## src/rtl/spi_ram_if.sv

```systemverilog
// Command/response bundle between the SPI slave and spi_ram.
// The SPI slave is the master side; the memory is the slave side.
interface spi_ram_if;
    logic [9:0] din;
    logic       rx_valid;
    logic [7:0] dout;
    logic       tx_valid;
    logic       cmd_err;

    modport master (
        output din,
        output rx_valid,
        input  dout,
        input  tx_valid,
        input  cmd_err
    );

    modport slave (
        input  din,
        input  rx_valid,
        output dout,
        output tx_valid,
        output cmd_err
    );
endinterface

```

## src/rtl/spi_ram.sv

```systemverilog
// Byte memory behind the SPI slave: decodes 2-bit commands with independent
// write/read pointers, optional auto-increment and a read-armed guard.
module spi_ram #(
    parameter int MEM_DEPTH = 256,
    parameter int ADDR_SIZE = 8,
    parameter bit AUTO_INC  = 1'b1
) (
    input  logic     clk,
    input  logic     rst_n,
    spi_ram_if.slave bus
);

    typedef enum logic [1:0] {
        CMD_WR_ADDR = 2'b00,
        CMD_WR_DATA = 2'b01,
        CMD_RD_ADDR = 2'b10,
        CMD_RD_DATA = 2'b11
    } cmd_e;

    localparam logic [ADDR_SIZE-1:0] LAST_ADDR = ADDR_SIZE'(MEM_DEPTH - 1);

    logic [7:0]           r_mem [MEM_DEPTH];
    logic [ADDR_SIZE-1:0] r_wr_ptr;
    logic [ADDR_SIZE-1:0] r_rd_ptr;
    logic                 r_rd_armed;
    logic [7:0]           r_dout;
    logic                 r_tx_valid;
    logic                 r_cmd_err;

    cmd_e                 w_cmd;
    logic [7:0]           w_payload;
    logic [ADDR_SIZE-1:0] w_payload_addr;
    logic                 w_in_range;
    logic                 w_mem_we;
    logic [ADDR_SIZE-1:0] w_wr_ptr_nxt;
    logic [ADDR_SIZE-1:0] w_rd_ptr_nxt;
    logic                 w_rd_armed_nxt;
    logic [7:0]           w_dout_nxt;
    logic                 w_tx_valid_nxt;
    logic                 w_cmd_err_nxt;

    // Pointers wrap at MEM_DEPTH-1, which need not be a power of two.
    function automatic logic [ADDR_SIZE-1:0] advance(input logic [ADDR_SIZE-1:0] ptr);
        if (!AUTO_INC)
            return ptr;
        else if (ptr == LAST_ADDR)
            return '0;
        else
            return ptr + ADDR_SIZE'(1);
    endfunction

    assign w_cmd          = cmd_e'(bus.din[9:8]);
    assign w_payload      = bus.din[7:0];
    assign w_payload_addr = ADDR_SIZE'(w_payload);
    assign w_in_range     = (32'(w_payload) < 32'(MEM_DEPTH));

    always_comb begin
        w_mem_we       = 1'b0;
        w_wr_ptr_nxt   = r_wr_ptr;
        w_rd_ptr_nxt   = r_rd_ptr;
        w_rd_armed_nxt = r_rd_armed;
        w_dout_nxt     = r_dout;
        w_tx_valid_nxt = 1'b0;
        w_cmd_err_nxt  = 1'b0;
        if (bus.rx_valid) begin
            unique case (w_cmd)
                CMD_WR_ADDR: begin
                    if (w_in_range) w_wr_ptr_nxt  = w_payload_addr;
                    else            w_cmd_err_nxt = 1'b1;
                end
                CMD_WR_DATA: begin
                    w_mem_we     = 1'b1;
                    w_wr_ptr_nxt = advance(r_wr_ptr);
                end
                CMD_RD_ADDR: begin
                    if (w_in_range) begin
                        w_rd_ptr_nxt   = w_payload_addr;
                        w_rd_armed_nxt = 1'b1;
                    end else begin
                        w_cmd_err_nxt  = 1'b1;
                    end
                end
                CMD_RD_DATA: begin
                    if (r_rd_armed) begin
                        w_dout_nxt     = r_mem[r_rd_ptr];
                        w_tx_valid_nxt = 1'b1;
                        w_rd_ptr_nxt   = advance(r_rd_ptr);
                    end else begin
                        w_cmd_err_nxt  = 1'b1;
                    end
                end
                default: ;
            endcase
        end
    end

    always_ff @(posedge clk or negedge rst_n) begin
        if (!rst_n) begin
            r_wr_ptr   <= '0;
            r_rd_ptr   <= '0;
            r_rd_armed <= 1'b0;
            r_dout     <= '0;
            r_tx_valid <= 1'b0;
            r_cmd_err  <= 1'b0;
        end else begin
            r_wr_ptr   <= w_wr_ptr_nxt;
            r_rd_ptr   <= w_rd_ptr_nxt;
            r_rd_armed <= w_rd_armed_nxt;
            r_dout     <= w_dout_nxt;
            r_tx_valid <= w_tx_valid_nxt;
            r_cmd_err  <= w_cmd_err_nxt;
        end
    end

    // Storage is deliberately left out of reset so data survives a reset pulse.
    always_ff @(posedge clk) begin
        if (w_mem_we) r_mem[r_wr_ptr] <= w_payload;
    end

    assign bus.dout     = r_dout;
    assign bus.tx_valid = r_tx_valid;
    assign bus.cmd_err  = r_cmd_err;

endmodule
```

## src/flat_wrapper.sv

```systemverilog
// flat-port wrapper written by rule: the top's interface ports become plain ports
module spi_ram_flat 
#(
    parameter int MEM_DEPTH = 256,
    parameter int ADDR_SIZE = 8,
    parameter bit AUTO_INC  = 1'b1
)
  (clk, rst_n, bus_din, bus_rx_valid, bus_dout, bus_tx_valid, bus_cmd_err);
  spi_ram_if bus_i ();
  input  logic clk;
  input  logic rst_n;
  input wire logic [$bits(bus_i.din)-1:0] bus_din;
  input wire logic [$bits(bus_i.rx_valid)-1:0] bus_rx_valid;
  output wire logic [$bits(bus_i.dout)-1:0] bus_dout;
  output wire logic [$bits(bus_i.tx_valid)-1:0] bus_tx_valid;
  output wire logic [$bits(bus_i.cmd_err)-1:0] bus_cmd_err;
  assign bus_i.din = bus_din;
  assign bus_i.rx_valid = bus_rx_valid;
  assign bus_dout = bus_i.dout;
  assign bus_tx_valid = bus_i.tx_valid;
  assign bus_cmd_err = bus_i.cmd_err;
  spi_ram #(.MEM_DEPTH(MEM_DEPTH), .ADDR_SIZE(ADDR_SIZE), .AUTO_INC(AUTO_INC)) u_core (.clk(clk), .rst_n(rst_n), .bus(bus_i));
endmodule
```

## config.mk

```make
export PLATFORM = sky130hd
export DESIGN_NAME = spi_ram_flat
export DESIGN_NICKNAME = d
export VERILOG_FILES = /design/src/rtl/spi_ram_if.sv /design/src/rtl/spi_ram.sv /design/src/flat_wrapper.sv
export SDC_FILE = /design/constraint.sdc
export NUM_CORES = 2
export LEC_CHECK = 0
export BUFFER_PORTS_ARGS = -buffer_cell sky130_fd_sc_hd__buf_2
export CORE_ASPECT_RATIO = 1.75
export CORE_UTILIZATION = 40
export DETAILED_ROUTE_END_ITERATION = 7
export PLACE_DENSITY = 0.58
export SLEW_MARGIN = 20
export SYNTH_ARGS = -nofsm -noshare
export SYNTH_HDL_FRONTEND = slang
export SYNTH_SLANG_ARGS = --single-unit
```

## constraint.sdc

```tcl
create_clock -name clk -period 6.6 [get_ports clk]
set_input_delay 0.33 -clock clk [delete_from_list [all_inputs] [get_ports clk]]
set_output_delay 0.33 -clock clk [all_outputs]
set_load 0.03 [all_outputs]
```

==> impl_metrics.prom <==
# TYPE chip_impl_metric gauge
chip_impl_info{name="worstSetupStartpointType",value="flop"} 1
chip_impl_metric{name="die_y",unit="µm"} 600.2
chip_impl_metric{name="max_freq",unit="GHz"} 0.2089
chip_impl_info{name="hp-start",value="bus_din[1]"} 1
chip_impl_info{name="layout.cells.most_common",value="edfxtp_1"} 1
chip_impl_metric{name="finalSetupViolations",unit=""} 0
chip_impl_metric{name="vias_per_std_cell",unit=""} 5.942
chip_impl_metric{name="final_core_util",unit=""} 0.4428
chip_impl_metric{name="crit_path_max_fanout",unit=""} 36
chip_impl_metric{name="via_count",unit=""} 41680
chip_impl_metric{name="timing.max_slew.rel_slack",unit=""} 0.2128
chip_impl_metric{name="share_seq_of_total_power",unit=""} 0.511
chip_impl_metric{name="drv.max_cap_violation_count",unit=""} 0
chip_impl_metric{name="cts_resized",unit=""} 0
chip_impl_metric{name="clkTransAtPathRegs",unit="ns"} 0.07
chip_impl_metric{name="synth_edf_count",unit=""} 2048
chip_impl_metric{name="timing.critical_path.slowest_cell_delay",unit="ns"} 0.95
chip_impl_info{name="source_of_the_critical_timing_path",value="u_core.r_rd_ptr[0]"} 1
chip_impl_metric{name="synth_area_per_cell",unit="µm²"} 19.52
chip_impl_metric{name="design.die.area",unit="µm²"} 206400
chip_impl_info{name="hold_class",value="primary input to flop"} 1
chip_impl_metric{name="tritoncts_num_sinks",unit=""} 2075
chip_impl_metric{name="synth.cell_area",unit="µm²"} 81800
chip_impl_metric{name="final_weighted_congestion_of_routability_driven_global_placement",unit=""} 0.8963
chip_impl_metric{name="timing.final.hold_violations",unit=""} 1
chip_impl_metric{name="clk_latency",unit="ns"} 0.82
chip_impl_metric{name="power.density",unit="nW/µm²"} 318.1
chip_impl_metric{name="start_util",unit=""} 0.4023
chip_impl_metric{name="drc_viols",unit=""} 0
chip_impl_info{name="synthDominantAreaCellType",value="edfxtp_1"} 1
chip_impl_metric{name="maxSlewViolCount",unit=""} 0
chip_impl_metric{name="final_layout_size_suffix_gt1_frac",unit=""} 0.1518
chip_impl_metric{name="hold_ws",unit="ns"} -0.01451
chip_impl_metric{name="first_pass_grt_wire_length",unit="µm"} 326200
chip_impl_metric{name="tns",unit="ns"} 0
chip_impl_metric{name="yosys.cell_types.count",unit=""} 71
chip_impl_info{name="grt_setup_unrepaired",value="no"} 1
chip_impl_info{name="kind_of_cell_adding_the_most_delay_to_the_critical_path",value="compound AO/OA/AOI/OAI gates"} 1
chip_impl_metric{name="detail_route.wirelength",unit="µm"} 234800
chip_impl_metric{name="maximum_number_of_pins_on_one_net_before_global_route_repair",unit=""} 179
chip_impl_info{name="crit_path_cell_trace",value="buf_4 > or3_1 > o22ai_1 > a211oi_1 > a22oi_1 > a21oi_1 > nor3_1 > a211o_1"} 1
chip_impl_metric{name="route.detailed.wl_per_inst",unit="µm"} 33.48
chip_impl_metric{name="final_nets",unit=""} 4248
chip_impl_metric{name="grt_util_all_layers",unit=""} 0.2256
chip_impl_info{name="highest_count_cells_in_the_layout_ignoring_fill_and_taps",value="2,048 x edfxtp_1, 437 x mux2i_1, 270 x nor2_1, 262 x mux4_2, 178 x clkbuf_16"} 1
chip_impl_metric{name="antenna_found_initial",unit=""} 3
chip_impl_metric{name="max-vdd-ir-drop",unit="µV"} 198.0
chip_impl_metric{name="min_period_over_period",unit=""} 0.7251
chip_impl_metric{name="min_period",unit="ns"} 4.786
chip_impl_metric{name="place_inst",unit=""} 6698
chip_impl_info{name="synth_top_cells_by_area",value="edfxtp_1 75%, mux4_2 7.2%, mux2i_1 5.3%"} 1
chip_impl_metric{name="yosys.area.top_type_share",unit=""} 0.7518
chip_impl_metric{name="syn_inst",unit=""} 4191
chip_impl_info{name="rr_startpoint",value="u_core.r_rd_ptr[0]"} 1
chip_impl_info{name="crit_slowest_cell",value="dfrtp_4"} 1
chip_impl_metric{name="h-tree-depth",unit=""} 4
chip_impl_metric{name="gr-total-overflow",unit=""} 0
chip_impl_metric{name="synth_sequential_area_ratio",unit=""} 0.7601
chip_impl_metric{name="placement_rows",unit=""} 219
chip_impl_metric{name="synthArstFlopShare",unit=""} 0.01301
chip_impl_info{name="failed_checks",value="hold timing"} 1
chip_impl_metric{name="cp_data_arrival_time",unit="ns"} 5.48
chip_impl_metric{name="clockBufferDepth",unit=""} 4
chip_impl_metric{name="worst_clock_skew",unit="ns"} 0.03172
chip_impl_metric{name="p_leak",unit="nW"} 28.39
chip_impl_metric{name="cts.hold.buffers_added",unit=""} 6
chip_impl_metric{name="p_sw",unit="mW"} 7.200
chip_impl_metric{name="clockPowerShare",unit=""} 0.365
chip_impl_info{name="synthFlopType",value="edfxtp_1"} 1
chip_impl_metric{name="internal_power",unit="mW"} 21.44
chip_impl_metric{name="stdcell_count",unit=""} 7014
chip_impl_info{name="crit_type",value="flop to flop"} 1
chip_impl_metric{name="floorplan.die.width",unit="µm"} 343.8
chip_impl_metric{name="io_pins",unit=""} 23
chip_impl_metric{name="critPathRequiredTime",unit="ns"} 7.29
chip_impl_info{name="cts.root.buffer_cell",value="clkbuf_16"} 1
chip_impl_info{name="tritoncts",value="built"} 1
chip_impl_info{name="result_of_the_run",value="finished, violations left"} 1
chip_impl_info{name="critical_path_endpoint_category",value="flop"} 1
chip_impl_metric{name="switching_share",unit=""} 0.2514
chip_impl_metric{name="cts_made_buffers",unit=""} 176
chip_impl_metric{name="post_cts_buffers",unit=""} 0
chip_impl_metric{name="first_iter_violations",unit=""} 4393
chip_impl_metric{name="yosys_register_bits",unit=""} 2075
chip_impl_metric{name="postRouteAntennaNets",unit=""} 0
chip_impl_metric{name="vias_in_the_first_global_route",unit=""} 41720
chip_impl_metric{name="port_buffers",unit=""} 22
chip_impl_metric{name="cp.buffers_inverters",unit=""} 1
chip_impl_metric{name="core_region",unit="µm²"} 203300
chip_impl_metric{name="post-dp-hpwl",unit="µm"} 149000
chip_impl_metric{name="yosysWarningCount",unit=""} 0
chip_impl_metric{name="area_added_between_synthesis_and_finish",unit="%"} 10.07
chip_impl_metric{name="tightestPinTransition",unit="ns"} 1.181
chip_impl_metric{name="synth_fp_nets",unit=""} 4209
chip_impl_metric{name="dr.pass1.iters",unit=""} 6
chip_impl_metric{name="combinational_power_share",unit=""} 0.123
==> final timing paths <==
path | slack (ns) | to | cells after the start
worst max-delay path | 1.81 | u_core.bus.dout[1] | 8
worst min-delay path | -0.01 | u_core.r_mem[56][1] | 1
worst max register to register | 1.81 | u_core.bus.dout[1] | 8
worst min register to register | 0.65 | u_core.bus.dout[4] | 2
max in group asynchronous | 5.83 | u_core.r_rd_ptr[1] | 2
min in group asynchronous | 0.14 | u_core.bus.tx_valid | 2
==> cell type report <==
type	count	area (µm²)
well taps	2652	3318
clock inverters	102	1010
clock buffers	207	4583
fillers	17380	113300
inverters	13	51.30
diodes	1	2.502
flip-flops and latches	2075	62190
repair buffers	116	1100
multi-input cells	1848	17780
==> state kept, by name, indices dropped and copies added, names as in the netlist <==
| name | flops |
|---|---|
| u_core.bus.dout | 8 |
| u_core.bus.cmd_err | 1 |
| u_core.r_rd_ptr | 8 |
| u_core.r_mem | 2048 |
| u_core.bus.tx_valid | 1 |
| u_core.r_rd_armed | 1 |
| u_core.r_wr_ptr | 8 |
==> stage by stage <==
step           power [mW]  area, µm²  setup slack [ns]
4_1_cts             28.75      90030             1.806
6_report            28.64      90040             1.814
2_1_floorplan       17.08      81800             4.343
3_3_place_gp        18.45      84330             1.468
3_5_place_dp        18.47      84370             1.808
5_1_grt             29.27      90040             1.786
==> power by group through the flow <==
stage	registers, mW	clock network, mW	logic, mW
2_1_floorplan	14.9	0	2.20
3_3_place_gp	14.9	0	3.52
3_5_place_dp	14.9	0	3.53
4_1_cts	14.6	10.6	3.54
5_1_grt	14.6	11.0	3.64
6_report	14.6	10.5	3.53
==> layer usage <==
layer / share of wire / global-route usage / up-vias
li1: - / - / 17300
met1: 0.36 / 0.2597 / 22210
met2: 0.53 / 0.4074 / 1710
met3: 0.056 / 0.02703 / 458
met4: 0.061 / 0.1197 / 4
met5: 0.00011 / 0 / -
==> cell families after synthesis <==
kind of cell | after synthesis | share of synthesized area
compound gates | 549 | 0.04627
buf+inv | 268 | 0.02366
flops | 2075 | 0.7601
mux | 751 | 0.1401
fa+ha+maj | 5 | 0.0007648
simple gates | 543 | 0.02911
==> synth_stat cells, types with 11 or more instances <==
cell       number
buf_8          21
and3_1         25
buf_12         15
mux2i_1       437
a22oi_1        26
and2_1         11
a21oi_1        74
nand2_1       111
nor2b_1        13
buf_6          34
o22ai_1       132
o21ai_0        85
nand3_1        41
buf_4          36
dfrtp_1        27
a2111oi_0      14
buf_2          46
a211oi_1       59
clkbuf_1       93
mux4_1         40
edfxtp_1     2048
nor3_1         16
mux2_2         12
o221ai_1       53
a221oi_1       42
mux4_2        262
nor2_1        276
inv_1          11
Power figures use the tool's default switching activity.
